**src/rtl/m_seg7_scan_if.sv**
```systemverilog
// Load channel for the 7-segment scan controller: valid/ready handshake carrying
// one hex nibble and one decimal-point bit per digit.
interface m_seg7_scan_if #(
    parameter int N_DIG = 4
);
    logic                 ld_valid;
    logic [4*N_DIG-1:0]   ld_data;
    logic [N_DIG-1:0]     ld_dp;
    logic                 ld_ready;

    modport master (output ld_valid, ld_data, ld_dp, input ld_ready);
    modport slave  (input ld_valid, ld_data, ld_dp, output ld_ready);
endinterface

```
**src/rtl/m_seg7_scan.sv**
```systemverilog
// Time-multiplexed scan controller for an N-digit common-anode 7-segment display
// with dark gaps between digits and tear-free loads applied at frame boundaries.
module m_seg7_scan #(
    parameter int N_DIG  = 4,
    parameter int DWELL  = 1000,
    parameter int BLANK  = 16,
    parameter int LZB_EN = 1
) (
    input  logic             clk,
    input  logic             rst,
    input  logic             enable,
    m_seg7_scan_if.slave     ld_if,
    output logic [N_DIG-1:0] an,
    output logic [6:0]       disp,
    output logic             dp,
    output logic             frame_done
);
    localparam int IW   = (N_DIG > 1) ? $clog2(N_DIG) : 1;
    localparam int CMAX = (DWELL > BLANK) ? DWELL : BLANK;
    localparam int CW   = $clog2(CMAX + 1);

    typedef enum logic {ST_BLANK, ST_SHOW} state_t;

    state_t               r_state, w_state_next;
    logic [CW-1:0]        r_cnt, w_cnt_next;
    logic [IW-1:0]        r_idx, w_idx_next;
    logic [4*N_DIG-1:0]   r_act_data, r_shd_data;
    logic [N_DIG-1:0]     r_act_dp, r_shd_dp;
    logic                 r_pending;
    logic                 w_accept, w_wrap, w_apply, w_show, w_lz_blank;
    logic [3:0]           w_nib [N_DIG];
    logic [N_DIG-1:0]     w_nz;
    logic [3:0]           w_cur_nib;
    logic [N_DIG-1:0]     r_an;
    logic [6:0]           r_disp;
    logic                 r_dp, r_frame_done;

    function automatic logic [6:0] seg7_decode(input logic [3:0] h);
        case (h)
            4'h0: seg7_decode = 7'h40;
            4'h1: seg7_decode = 7'h79;
            4'h2: seg7_decode = 7'h24;
            4'h3: seg7_decode = 7'h30;
            4'h4: seg7_decode = 7'h19;
            4'h5: seg7_decode = 7'h12;
            4'h6: seg7_decode = 7'h02;
            4'h7: seg7_decode = 7'h78;
            4'h8: seg7_decode = 7'h00;
            4'h9: seg7_decode = 7'h18;
            4'hA: seg7_decode = 7'h08;
            4'hB: seg7_decode = 7'h03;
            4'hC: seg7_decode = 7'h46;
            4'hD: seg7_decode = 7'h21;
            4'hE: seg7_decode = 7'h06;
            default: seg7_decode = 7'h0E;
        endcase
    endfunction

    assign w_accept       = ld_if.ld_valid & ~r_pending;
    assign ld_if.ld_ready = ~r_pending;

    always_comb begin
        w_state_next = r_state;
        w_cnt_next   = r_cnt + 1'b1;
        w_idx_next   = r_idx;
        w_wrap       = 1'b0;
        if (!enable) begin
            w_state_next = ST_BLANK;
            w_cnt_next   = '0;
        end else begin
            case (r_state)
                ST_BLANK: begin
                    if (r_cnt == CW'(BLANK - 1)) begin
                        w_state_next = ST_SHOW;
                        w_cnt_next   = '0;
                    end
                end
                ST_SHOW: begin
                    if (r_cnt == CW'(DWELL - 1)) begin
                        w_state_next = ST_BLANK;
                        w_cnt_next   = '0;
                        if (r_idx == IW'(N_DIG - 1)) begin
                            w_idx_next = '0;
                            w_wrap     = 1'b1;
                        end else begin
                            w_idx_next = r_idx + 1'b1;
                        end
                    end
                end
                default: ;
            endcase
        end
    end

    // While disabled the display is dark, so a pending load can land without tearing.
    assign w_apply = r_pending & (w_wrap | ~enable);

    always_ff @(posedge clk) begin
        if (rst) begin
            r_state    <= ST_BLANK;
            r_cnt      <= '0;
            r_idx      <= '0;
            r_act_data <= '0;
            r_act_dp   <= '0;
            r_shd_data <= '0;
            r_shd_dp   <= '0;
            r_pending  <= 1'b0;
        end else begin
            r_state <= w_state_next;
            r_cnt   <= w_cnt_next;
            r_idx   <= w_idx_next;
            if (w_apply) begin
                r_act_data <= r_shd_data;
                r_act_dp   <= r_shd_dp;
            end
            if (w_accept) begin
                r_shd_data <= ld_if.ld_data;
                r_shd_dp   <= ld_if.ld_dp;
            end
            r_pending <= w_accept | (r_pending & ~w_apply);
        end
    end

    genvar gi;
    generate
        for (gi = 0; gi < N_DIG; gi++) begin : g_nib
            assign w_nib[gi] = r_act_data[4*gi +: 4];
            assign w_nz[gi]  = |r_act_data[4*gi +: 4];
        end
    endgenerate

    assign w_cur_nib  = w_nib[r_idx];
    assign w_show     = enable & (r_state == ST_SHOW);
    assign w_lz_blank = (LZB_EN != 0) && (r_idx != '0) && ((w_nz >> r_idx) == '0);

    always_ff @(posedge clk) begin
        if (rst) begin
            r_an         <= '1;
            r_disp       <= 7'h7F;
            r_dp         <= 1'b1;
            r_frame_done <= 1'b0;
        end else begin
            r_an         <= w_show ? ~(N_DIG'(1) << r_idx) : '1;
            r_disp       <= (w_show & ~w_lz_blank) ? seg7_decode(w_cur_nib) : 7'h7F;
            r_dp         <= w_show ? ~r_act_dp[r_idx] : 1'b1;
            r_frame_done <= w_wrap;
        end
    end

    assign an         = r_an;
    assign disp       = r_disp;
    assign dp         = r_dp;
    assign frame_done = r_frame_done;
endmodule

```
**src/flat_wrapper.sv**
```systemverilog
// flat-port wrapper written by rule: the top's interface ports become plain ports
module m_seg7_scan_flat 
#(
    parameter int N_DIG  = 4,
    parameter int DWELL  = 1000,
    parameter int BLANK  = 16,
    parameter int LZB_EN = 1
)
  (clk, rst, enable, an, disp, dp, frame_done, ld_if_ld_valid, ld_if_ld_data, ld_if_ld_dp, ld_if_ld_ready);
  m_seg7_scan_if #(.N_DIG(N_DIG)) ld_if_i ();
  input  logic clk;
  input  logic rst;
  input  logic enable;
  output logic [N_DIG-1:0] an;
  output logic [6:0] disp;
  output logic dp;
  output logic frame_done;
  input wire logic [$bits(ld_if_i.ld_valid)-1:0] ld_if_ld_valid;
  input wire logic [$bits(ld_if_i.ld_data)-1:0] ld_if_ld_data;
  input wire logic [$bits(ld_if_i.ld_dp)-1:0] ld_if_ld_dp;
  output wire logic [$bits(ld_if_i.ld_ready)-1:0] ld_if_ld_ready;
  assign ld_if_i.ld_valid = ld_if_ld_valid;
  assign ld_if_i.ld_data = ld_if_ld_data;
  assign ld_if_i.ld_dp = ld_if_ld_dp;
  assign ld_if_ld_ready = ld_if_i.ld_ready;
  m_seg7_scan #(.N_DIG(N_DIG), .DWELL(DWELL), .BLANK(BLANK), .LZB_EN(LZB_EN)) u_core (.clk(clk), .rst(rst), .enable(enable), .ld_if(ld_if_i), .an(an), .disp(disp), .dp(dp), .frame_done(frame_done));
endmodule
```
**config.mk**
```make
export PLATFORM = sky130hd
export DESIGN_NAME = m_seg7_scan_flat
export DESIGN_NICKNAME = d
export VERILOG_FILES = /design/src/rtl/m_seg7_scan_if.sv /design/src/rtl/m_seg7_scan.sv /design/src/flat_wrapper.sv
export SDC_FILE = /design/constraint.sdc
export NUM_CORES = 1
export LEC_CHECK = 0
export ABC_AREA = 1
export BUFFER_PORTS_ARGS = -buffer_cell sky130_fd_sc_hd__buf_2
export CAP_MARGIN = 5
export CORE_MARGIN = 3
export CORE_UTILIZATION = 51
export CTS_CLUSTER_DIAMETER = 50
export DETAILED_ROUTE_END_ITERATION = 10
export HOLD_SLACK_MARGIN = 0.15
export PLACE_DENSITY_LB_ADDON = 0.2
export SKIP_LAST_GASP = 1
export SLEW_MARGIN = 20
export SYNTH_ARGS = -nofsm -noshare
export SYNTH_HDL_FRONTEND = slang
export SYNTH_SLANG_ARGS = --single-unit
export TNS_END_PERCENT = 10
```
**constraint.sdc**
```tcl
create_clock -name clk -period 1.9 [get_ports clk]
set_clock_uncertainty 0.1 [all_clocks]
set_input_delay 0.475 -clock clk [delete_from_list [all_inputs] [get_ports clk]]
set_output_delay 0.475 -clock clk [all_outputs]
set_load 0.01 [all_outputs]
```
Yosys cells after proc, flatten, opt, wreduce, memory -nomap -nowiden
Memories as Yosys holds them, arrays and structs flattened. A register that Yosys moved wholly into a read port is not among the register bits.
Index checks and enable logic that the tools add are counted.
W data, S select, Z words.
{"block": "classes", "n_addsub": 2, "magnitude_cmp": 2, "bitwise_logic": 17, "mux": 16, "eq_ne": 3, "n_mul": 0, "n_shift": 2, "n_div": 0, "reduce_logical": 11}
{"operator": "$mux W10", "count": 2}
{"operator": "$pmux W10 S2", "count": 1}
{"operator": "$reduce_or A4 Y1", "count": 4}
{"operator": "$add A10 B1 Y10 const B", "count": 1}
{"operator": "$eq A10 B10 Y1 const B", "count": 1}
{"operator": "$eq A10 B4 Y1 const B", "count": 1}
{"operator": "$bmux W4 S2", "count": 1}
{"operator": "$mux W4", "count": 2}
{"operator": "$not A1 Y1", "count": 8}
{"operator": "$mux W1", "count": 7}
{"operator": "$reduce_or A2 Y1", "count": 3}
{"operator": "$and A1 B1 Y1", "count": 5}
{"operator": "$logic_not A4 Y1", "count": 1}
{"operator": "$not A4 Y4", "count": 1}
{"operator": "$shl A1 B2 Y4 const A", "count": 1}
{"operator": "$shr A4 B2 Y4", "count": 1}
{"operator": "$ge A3 B3 Y1 const B", "count": 1}
{"operator": "$lt A2 B3 Y1 const B", "count": 1}
{"operator": "$not A2 Y3", "count": 1}
{"operator": "$reduce_and A3 Y1", "count": 1}
{"operator": "$add A2 B1 Y2 const B", "count": 1}
{"operator": "$bmux W1 S2", "count": 1}
{"operator": "$eq A2 B2 Y1 const B", "count": 1}
{"operator": "$mux W2", "count": 1}
{"operator": "other kinds (4)", "count": 5}
{"block": "totals", "elab_cells": 65, "latchBits": 0, "ramBits": 0, "mem_bits_ro": 112, "out_inout_bits": 14, "register_bits": 60, "mem_count": 1, "input_bits": 24}
{"memory": "(no name shown)", "depth": 16, "word_bits": 7, "read_ports": 1, "rd_clocked_by_memory_dff": 1, "write_ports": 0, "line": "m_seg7_scan.sv:39", "source": "case (h)"}

Logic depth before layout (Yosys ltp)
Gate-level depths: netlist of run 1.
{"block": "logic_depth", "ltp_word": 10, "depth_mapped": 11, "mapped_depth_nobuf": 10}

Worst setup path before layout of run 1
Ideal clock, no wire load.
{"block": "synth_timing", "path_type": "reg-to-reg", "startpoint": "register u_core.r_idx[0]", "endpoint": "register u_core.r_disp[5] (netlist: u_core.disp[5])", "path_buffers": 1, "period_less_slack_ns": 1.812, "setup_slack_ns": 0.088, "path_stages_with_launch": 12, "t_arrival_ns": 1.592, "cell_sequence": "dfxtp_1 -> inv_2 -> buf_2 -> nand2_1 -> nand2_1 -> mux2i_2 -> inv_1 -> ha_1 -> nand2_1 -> o21ai_1 -> o21ai_1 -> nand2_1"}
{"block": "synth_via", "elab_chain_len": 7}
{"item": "start: declaration", "line": "m_seg7_scan.sv:26", "source": "logic [IW-1:0] r_idx, w_idx_next;"}
{"item": "start signal: assignment", "line": "m_seg7_scan.sv:111", "source": "r_idx <= w_idx_next;"}
{"item": "$shr A4 B2 Y4", "line": "m_seg7_scan.sv:134", "source": "assign w_lz_blank = (LZB_EN != 0) && (r_idx != '0) && ((w_nz >> r_idx) == '0);"}
{"item": "$logic_not A4 Y1", "line": "m_seg7_scan.sv:134"}
{"item": "$logic_and A1 B1 Y1", "line": "m_seg7_scan.sv:134"}
{"item": "$not A1 Y1", "line": "m_seg7_scan.sv:144", "source": "r_disp <= (w_show & ~w_lz_blank) ? seg7_decode(w_cur_nib) : 7'h7F;"}
{"item": "$and A1 B1 Y1", "line": "m_seg7_scan.sv:144"}
{"item": "$not A1 Y1 (no source line)"}
{"item": "$reduce_or A2 Y1 (no source line)"}
{"item": "end: declaration", "line": "m_seg7_scan.sv:35", "source": "logic [6:0] r_disp;"}
Several ways; a longest one is shown, not always the timed one. The select of a mux whose other input is x is not followed.
A chain may end at the register's enable or synchronous reset.

Final worst setup path of run 1
{"block": "layout_timing", "startpoint": "register u_core.r_idx[0]", "endpoint": "register u_core.r_disp[4] (netlist: u_core.disp[4])"}
The elaborated chain is that of the path after synthesis.

==> out/metrics.cfg, run 1 <==
[final_layout]
area_delta_synth_final_pct=16.0
num_antenna_cells=0
nets=486
layout.cells.non_filler=529
fillers=542
mostFrequentLayoutCell=nand2_1
drive_gt1_frac=0.182
final_cell_mix=nand2_1, dfxtp_1, nor2_1, a21oi_1, buf_2

[synthesis]
synth_seq_cells=67
synth_cells=411
synth_top_area_share=0.449
yosysWarnings=0
synth_area_um2=2980
synth_nets=445
synth.distinct_cells=26
ys_top_cells_by_area=dfxtp_1, nand2_1, a21oi_1
syn_area_per_cell_um2=7.26
yosysSeqAreaShare=0.449
synth_largest_area_cell=dfxtp_1

[global_routing]
grt_overflow=0
grt_util_all_layers=0.182
grt_pass1_wl_mm=9.54
antenna_found_initial=0
grt_pass1_vias=2247
grt_max_degree=44

[clocking]
htree_num_levels=3
cts_buffers=9
clkSlewWorstSetupHoldPaths_ps=70
clock_latency_ps=340
cts_root_buffer=clkbuf_8
cts_tree=yes
post_cts.repair.setup_buffers=0
cts_sinks=67
clk_path_buf_depth=2

[timing]
max_freq_mhz=579
rsz0062_at_grt=no
max_slew.worst_pin.slew_ps=393
slew-limit-headroom=0.736
period_needed_ps=1730
hold_violations=0
slew_violations=0
tns_ps=0
setup_violations=0
fin_crit_sh=0.909

[route]
vias_per_cell=4.93
drc=0
vias=2606
wl_mm=5.67
ant_nets=0
wl_per_cell_um=10.7
drtIter0Drc=57
dr.pass1.iters=4

[critical_path]
cpPeakStageDelay_ps=320
worstSetupPathType=reg2reg
crit_path_max_fanout=14
cp_slowest_cell=dfxtp_1
cp.arrival_ps=1890
ff2ff_path_depth=10
path_cells=buf_4 -> nand2_1 -> nand2_1 -> mux2i_2 -> buf_4 -> ha_1 -> nand2_1 -> nand2_1 -> o21ai_1 -> o21ai_1
cp-end-kind=register
cp_common_cell=nand2_1
start_kind=register
cp.required_ps=2070

[floorplan]
rows=27
io_pins=38
fp.dieW_um=82.5
initial_utilization=0.535
design.core.area_um2=5570
dieArea_um2=6810
chipHeight_um=82.5

[placed_design]
hpwl_mm=4.01
routabilityCongestion=0.834
numPortBuffers=37
numPlacedInstances=513

[min_path]
worstHoldPathType=in2reg
holdPathStages=3

[job]
maxCapViolCount=0

[power_and_ir_drop]
power_density_nw_per_um2=867
irDropWorstVdd_mv=0.589
power.leakage_nw=1.47

[run_status]
status=completed

-- power by group --
| group | switching [W] | internal [W] | total, W |
|---|---|---|---|
| logic | 0.000188 | 0.000121 | 0.000310 |
| registers | 0.0000314 | 0.00147 | 0.00150 |
| clock network | 0.000514 | 0.000676 | 0.00119 |
-- sequential cells by signal, indices dropped and copies added, names as in the netlist --
signal             count
u_core.an              4
u_core.disp            7
u_core.dp              1
u_core.frame_done      1
u_core.r_act_data     16
u_core.r_act_dp        4
u_core.r_cnt          10
u_core.r_idx           2
u_core.r_pending       1
u_core.r_shd_data     16
u_core.r_shd_dp        4
u_core.r_state         1
-- logic make-up (layout without fill, tap and decap cells) --
kind of cell             count (synthesis)  count (layout)  share of synthesized area
flip-flops                              67              67                      0.449
AO/OA/AOI/OAI                           86              86                      0.146
AND/OR/NAND/NOR                        180             180                      0.256
buffers and inverters                   64             110                     0.0927
adder cells (fa/ha/maj)                 10              10                     0.0419
XOR/XNOR                                 3               3                    0.00881
multiplexers                             1               1                    0.00461
-- stage by stage --
step           utilization  hold slack [ps]  setup slack (ps)  power (W)  instance area, um2
3_3_place_gp         0.584              340               227    0.00184                3250
6_report             0.621              309               173    0.00300                3460
5_1_grt              0.621              292              14.0    0.00316                3460
3_5_place_dp         0.584              347               152    0.00184                3250
4_1_cts              0.620              303               137    0.00303                3460
2_1_floorplan            -              330              87.9    0.00176                2980
-- layer usage --
metal / part of all wire / wire (um) / up-vias / global-route usage
met3: 0.054 / 306 / 10 / 0.0564
met2: 0.45 / 2520 / 57 / 0.296
met5: 0 / 0 / - / 0
met1: 0.48 / 2740 / 1135 / 0.224
met4: 0.016 / 92 / 0 / 0.0686
li1: - / - / 1404 / -
-- final cells by class --
type                    count  area, um2  share of cell area
inverters                  45        169              0.0488
well taps                  72       90.1              0.0260
clock buffers              12        155              0.0448
repair buffers             49        288              0.0832
multi-input cells         280       1370               0.396
clock inverters             4       48.8              0.0141
flip-flops and latches     67       1340               0.388
-- path summary, 6_finish.rpt --
check                                            from  slack [ps]               endpoint
worst min-delay path                 ld_if_ld_data[6]         310   u_core.r_shd_data[6]
worst min register to register  u_core.r_shd_data[11]         360  u_core.r_shd_data[11]
worst max-delay path                  u_core.r_idx[0]         170         u_core.disp[4]
worst max register to register        u_core.r_idx[0]         170         u_core.disp[4]
-- what timing repair did --
item	CTS	global route
endpoints found under the hold margin	0	0
setup endpoints to repair	0	1
gates resized for setup	0	1
hold buffers	0	0
-- Yosys cell counts --
cell type,instances
nand4_1,1
xor2_1,3
nand2_1,79
o22ai_1,1
clkbuf_1,6
nor2_2,4
buf_2,5
buf_1,4
inv_1,36
o211ai_1,1
o21a_1,1
nand2_2,1
nor3_1,7
nand2_4,1
o21ai_1,10
nand3_1,34
mux2i_2,1
buf_6,4
nor2_1,50
inv_2,9
a21oi_1,46
dfxtp_1,67
nand3_2,2
ha_1,10
o21ai_0,27
nor4_1,1
-- worst max-delay path: cells and delay by family (launching register included) --
kind                       cells  cell delay (ps)
muxes                          1              210
AOI/OAI and AO/OA              2              180
adders and majority gates      1              220
buffers and inverters          2              350
and+or+nand+nor                4              290
DFF                            1              320
Note: power is estimated with default switching activity, not from simulation.
==> run 2: changes to the inputs <==
Settings changed: BUFFER_PORTS_ARGS -buffer_cell sky130_fd_sc_hd__buf_2 to -buffer_cell sky130_fd_sc_hd__buf_4.
==> run 2 against run 1 <==
  * Register-to-register slack about the same
  * Clock power up 4%
  * Core utilization up 1.8 points
  * Non-clock buffer count down 2
  * Cell count down 0.57%
  * Worst hold slack better by 8.8 ps
  * Die area unchanged
==> out/metrics.cfg, run 2 (synthesis results as in run 1) <==
[floorplan]
initial_utilization=0.535  ; unchanged
rows=27  ; unchanged
io_pins=38  ; unchanged
design.core.area_um2=5570  ; unchanged
dieArea_um2=6810  ; unchanged
fp.dieW_um=82.5  ; unchanged
chipHeight_um=82.5  ; unchanged

[final_layout]
area_delta_synth_final_pct=19.3
final_area_um2=3560  ; +2.9%
num_antenna_cells=0  ; unchanged
mostFrequentLayoutCell=nand2_1
final_cell_mix=nand2_1, dfxtp_1, nor2_1, a21oi_1, buf_4
top_regs=u_core.r_act_data: 16 flops, u_core.r_shd_data: 16 flops, u_core.r_cnt: 10 flops
nets=484  ; -0.41%
drive_gt1_frac=0.176  ; -0.00541

[global_routing]
grt_pass1_wl_mm=10.0  ; +5.1%
grt_overflow=0  ; unchanged
grt_util_all_layers=0.190  ; +0.00873
antenna_found_initial=0  ; unchanged
grt_pass1_vias=2357  ; +4.9%
grt_max_degree=44  ; unchanged

[timing]
period_needed_ps=1720  ; -4.38 ps
hold_violations=0  ; unchanged
slew-limit-headroom=0.749  ; +0.0127
setup_violations=0  ; unchanged
max_freq_mhz=580  ; +0.25%
slew_violations=0  ; unchanged
fin_crit_sh=0.907  ; -0.00230
rsz0062_at_grt=yes
timing.final.ws_setup_ps=177  ; +4.38 ps
max_slew.worst_pin.slew_ps=374  ; -18.9 ps

[placed_design]
pre_cts_slack_ps=168  ; +16.4 ps
postPlaceCellArea_um2=3340  ; +2.8%
routabilityCongestion=0.871  ; +4.5%
numPortBuffers=37  ; unchanged
hpwl_mm=3.99  ; -0.47%

[critical_path]
crit_path_max_fanout=10  ; -4
cpPeakStageDelay_ps=330  ; about the same
critPathTopFamily=flip-flops
path_cells=buf_4 -> nand2_1 -> nand2_1 -> mux2i_2 -> inv_1 -> ha_1 -> nand2_1 -> o21ai_1 -> o21ai_1 -> nand2_1
cp.arrival_ps=1840  ; -50 ps
path_depth=10  ; unchanged
ff2ff_path_depth=10  ; unchanged
crit_buf_inv=2  ; unchanged
cp-end-kind=register
cp.required_ps=2020  ; -50 ps
worstSetupPathType=reg2reg
cp_slowest_cell=dfxtp_1
start_kind=register
cp_common_cell=nand2_1

[clocking]
cts_sinks=67  ; unchanged
cts_hold_buf=0  ; unchanged
clkSlewWorstSetupHoldPaths_ps=70  ; about the same
htree_num_levels=3  ; unchanged
clk_path_buf_depth=2  ; unchanged
post_cts.repair.setup_buffers=0  ; unchanged
cts_root_buffer=clkbuf_8
clock_latency_ps=330  ; about the same
cts_buffers=9  ; unchanged
cts_tree=yes

[route]
wl_mm=5.70  ; +0.53%
ant_nets=0  ; unchanged
vias=2571  ; -1.3%
dr.pass1.iters=4  ; unchanged
drc=0  ; unchanged
wl_per_cell_um=10.8  ; +1.1%
vias_per_cell=4.89  ; -0.78%
drtIter0Drc=59  ; +3.5%

[min_path]
worstHoldPathType=in2reg
holdPathStages=3  ; unchanged

[power_and_ir_drop]
irDropWorstVdd_mv=0.586  ; -0.40%
power.leakage_nw=1.51  ; +2.8%
power_density_nw_per_um2=861  ; -0.67%

[run_status]
status=completed

[job]
maxCapViolCount=0  ; unchanged

==> run 2: cell count changes in the layout (fill, tap and decap cells not counted), sizes merged <==
cell	change
clkinv	-3
clkbuf	+2
buf	-2
==> run 2: per-stage QoR <==
step / cells / hold slack, ps / TNS [ps] / power [W] / util
after floorplan: 411 / 330 / 0 / 0.00176 / -
after global placement: 511 / 340 / 0 / 0.00185 / 0.600
after detailed placement: 511 / 345 / 0 / 0.00186 / 0.600
after CTS: 526 / 304 / 0 / 0.00310 / 0.638
after global routing: 526 / 314 / -4.36 / 0.00320 / 0.639
final: 526 / 318 / 0 / 0.00307 / 0.639
==> run 2: worst min-delay path, delay by kind of cell <==
kind,cells,cell delay (ps)
buf+inv,1,70
compound gates,2,170
==> run 2: area by class of cell <==
class | count | area [um2]
fillers | 528 | 2010
multi-input cells | 280 | 1370
flip-flops and latches | 67 | 1340
repair buffers | 47 | 378
clock buffers | 14 | 183
inverters | 45 | 169
well taps | 72 | 90.1
clock inverters | 1 | 30.0
==> run 2: layer usage <==
layer | track usage | share of wire
met4 | 0.0735 | 0.013
met5 | 0 | 0
met1 | 0.238 | 0.49
met3 | 0.0531 | 0.045
met2 | 0.311 | 0.45
==> run 2: final timing paths <==
kind / slack [ps] / endpoint / from
max: 180 / u_core.disp[5] / u_core.r_idx[0]
min: 320 / u_core.r_shd_data[1] / ld_if_ld_data[1]
max reg2reg: 180 / u_core.disp[5] / u_core.r_idx[0]
min reg2reg: 350 / u_core.r_shd_data[13] / u_core.r_shd_data[13]
==> run 2: repair_timing <==
action                                  CTS  global route
gates resized for setup                   0             1
endpoints found under the hold margin     0             0
endpoints found under the setup margin    0             2
==> run 2: power breakdown <==
group          switching (W)  internal, W
combinational       0.000186     0.000138
clock               0.000495     0.000744
sequential         0.0000328      0.00147
==> run 3: changes to the inputs <==
Settings changed: BUFFER_PORTS_ARGS -buffer_cell sky130_fd_sc_hd__buf_4 to not set, CORE_UTILIZATION 51 to 56, DONT_BUFFER_PORTS set to 1.
==> run 3 against run 2 <==
  * Wire length is 3.0% lower
  * First-iteration DRC count is 61% higher
  * Worst hold slack worse by 100 ps
  * Cell count is 7.4% lower
  * Global-route usage is 0.52 points higher
  * Critical path depth stayed put
  * Total power is 3.9% lower
  * Register-to-register slack worse by 30 ps
  * Non-clock buffer count is 34 lower
  * Core utilization is 2.2 points higher
  * Fmax is 1.8% lower
  * Critical endpoint unchanged
  * Largest power group unchanged
==> out/metrics.cfg, run 3 (synthesis results as in run 1) <==
[floorplan]
rows=25  ; -7.4%
initial_utilization=0.604  ; +0.0684
dieArea_um2=6240  ; -8.3%
design.core.area_um2=4940  ; -11%
chipHeight_um=79  ; -4.2%
io_pins=38  ; unchanged
fp.dieW_um=79  ; -4.2%

[clocking]
cts_root_buffer=clkbuf_8
cts_buffers=9  ; unchanged
cts-resized-gates=0  ; unchanged
htree_num_levels=3  ; unchanged
clk_path_buf_depth=2  ; unchanged
post_cts.repair.setup_buffers=0  ; unchanged
clock_latency_ps=340  ; about the same
cts_tree=yes
clkSlewWorstSetupHoldPaths_ps=70  ; about the same
cts_hold_buf=0  ; unchanged
cts_sinks=67  ; unchanged

[min_path]
hold_path_end=u_core.r_pending
worstHoldPathType=in2reg
min-delay-start=ld_if_ld_valid
holdPathStages=2  ; -1

[power_and_ir_drop]
power_density_nw_per_um2=902  ; +4.8%
irDropWorstVdd_mv=0.607  ; +3.5%
power.leakage_nw=1.34  ; -11%

[route]
vias_per_cell=5.11  ; +4.6%
ant_nets=0  ; unchanged
dr.pass1.iters=4  ; unchanged
wl_per_cell_um=11.3  ; +4.8%
wl_mm=5.53  ; -3.0%
drc=0  ; unchanged
vias=2490  ; -3.2%
drtIter0Drc=95  ; +61%

[final_layout]
nets=450  ; -7.0%
final_cell_mix=nand2_1, dfxtp_1, nor2_1, a21oi_1, inv_1
fillers=461  ; -13%
mostFrequentLayoutCell=nand2_1
top_regs=u_core.r_act_data: 16 flops, u_core.r_shd_data: 16 flops, u_core.r_cnt: 10 flops
drive_gt1_frac=0.107  ; -0.0691
area_delta_synth_final_pct=9.43
num_antenna_cells=0  ; unchanged

[critical_path]
start_kind=register
cp_common_cell=nand2_1
worstSetupPathType=reg2reg
cpPeakStageDelay_ps=330  ; about the same
rr_startpoint=u_core.r_idx[0]
crit_path_max_fanout=8  ; -2
reg2reg_to=u_core.disp[5]
cp.required_ps=2020  ; about the same
cp_slowest_cell=dfxtp_1
reg2reg_setup_slack_ps=140  ; -30 ps
cp-end-kind=register
ff2ff_path_depth=10  ; unchanged
path_cells=buf_4 -> nand2_1 -> nand2_1 -> mux2i_2 -> inv_1 -> ha_1 -> nand2_1 -> o21ai_1 -> o21ai_1 -> nand2_1
cp.arrival_ps=1880  ; +40 ps

[timing]
max_freq_mhz=570  ; -1.8%
setup_violations=0  ; unchanged
max_slew.worst_pin.slew_ps=378  ; +4.05 ps
tns_ps=0  ; unchanged
period_needed_ps=1760  ; +32.4 ps
slew_violations=0  ; unchanged
fin_crit_sh=0.924  ; +0.0171
hold_ws_ps=218  ; -99.6 ps
slew-limit-headroom=0.748  ; about the same
hold_violations=0  ; unchanged
rsz0062_at_grt=no

[placed_design]
routabilityCongestion=0.929  ; +6.6%
numPortBuffers=0  ; -100%
hpwl_mm=3.90  ; -2.1%

[run_status]
status=completed

[global_routing]
grt_pass1_vias=2265  ; -3.9%
grt_util_all_layers=0.196  ; +0.00517
grt_pass1_wl_mm=9.78  ; -2.5%
grt_max_degree=44  ; unchanged
antenna_found_initial=0  ; unchanged
grt_overflow=0  ; unchanged

[job]
maxCapViolCount=0  ; unchanged

-- run 3: changes by cell type in the layout (fill, tap and decap cells not counted), sizes merged --
cell,delta
clkinv,+1
buf,-34
clkbuf,-1
-- run 3: worst max path at each step --
stage	endpoint	start	slack (ps)	cells past startpoint
6_report	u_core.disp[5]	u_core.r_idx[0]	140	10
5_1_grt	u_core.disp[3]	u_core.r_idx[0]	10	10
4_1_cts	u_core.disp[5]	u_core.r_idx[1]	130	7
3_5_place_dp	u_core.disp[5]	u_core.r_idx[1]	120	7
3_3_place_gp	u_core.disp[3]	u_core.r_idx[0]	250	10
2_1_floorplan	u_core.disp[5]	u_core.r_idx[0]	90	11
-- run 3: per-layer routing --
layer  vias up  wire length (um)  track usage
li1       1334                 -            -
met1      1093              2700        0.246
met2        57              2470        0.310
met3         6               297       0.0771
met4         0                58       0.0567
met5         -                 0            0
-- run 3: worst max-delay path: cells and delay by family (launching register included) --
family / cells / cell delay (ps)
AOI/OAI and AO/OA: 2 / 190
adders and majority gates: 1 / 230
buffers and inverters: 2 / 280
DFF: 1 / 330
muxes: 1 / 220
and+or+nand+nor: 4 / 290
-- run 3: cell type report --
type,count,area [um2],area share
multi-input cells,280,1370,0.418
clock inverters,2,35.0,0.0107
clock buffers,13,159,0.0487
well taps,67,83.8,0.0257
flip-flops and latches,67,1340,0.411
inverters,45,169,0.0517
repair buffers,13,110,0.0337
-- run 3: metrics by stage --
step           power [W]  cells  setup WS [ps]  cell area, um2  utilization
3_3_place_gp     0.00182    472            252            3070        0.621
5_1_grt          0.00309    487           9.51            3270        0.661
6_report         0.00295    487            145            3270        0.661
2_1_floorplan    0.00176    411           87.9            2980            -
3_5_place_dp     0.00182    472            124            3070        0.621
4_1_cts          0.00297    487            130            3260        0.661
-- run 3: power by group --
part,internal (W),switching [W]
logic,0.000108,0.000185
clock network,0.000669,0.000483
registers,0.00147,0.0000312
total,0.00225,0.000699
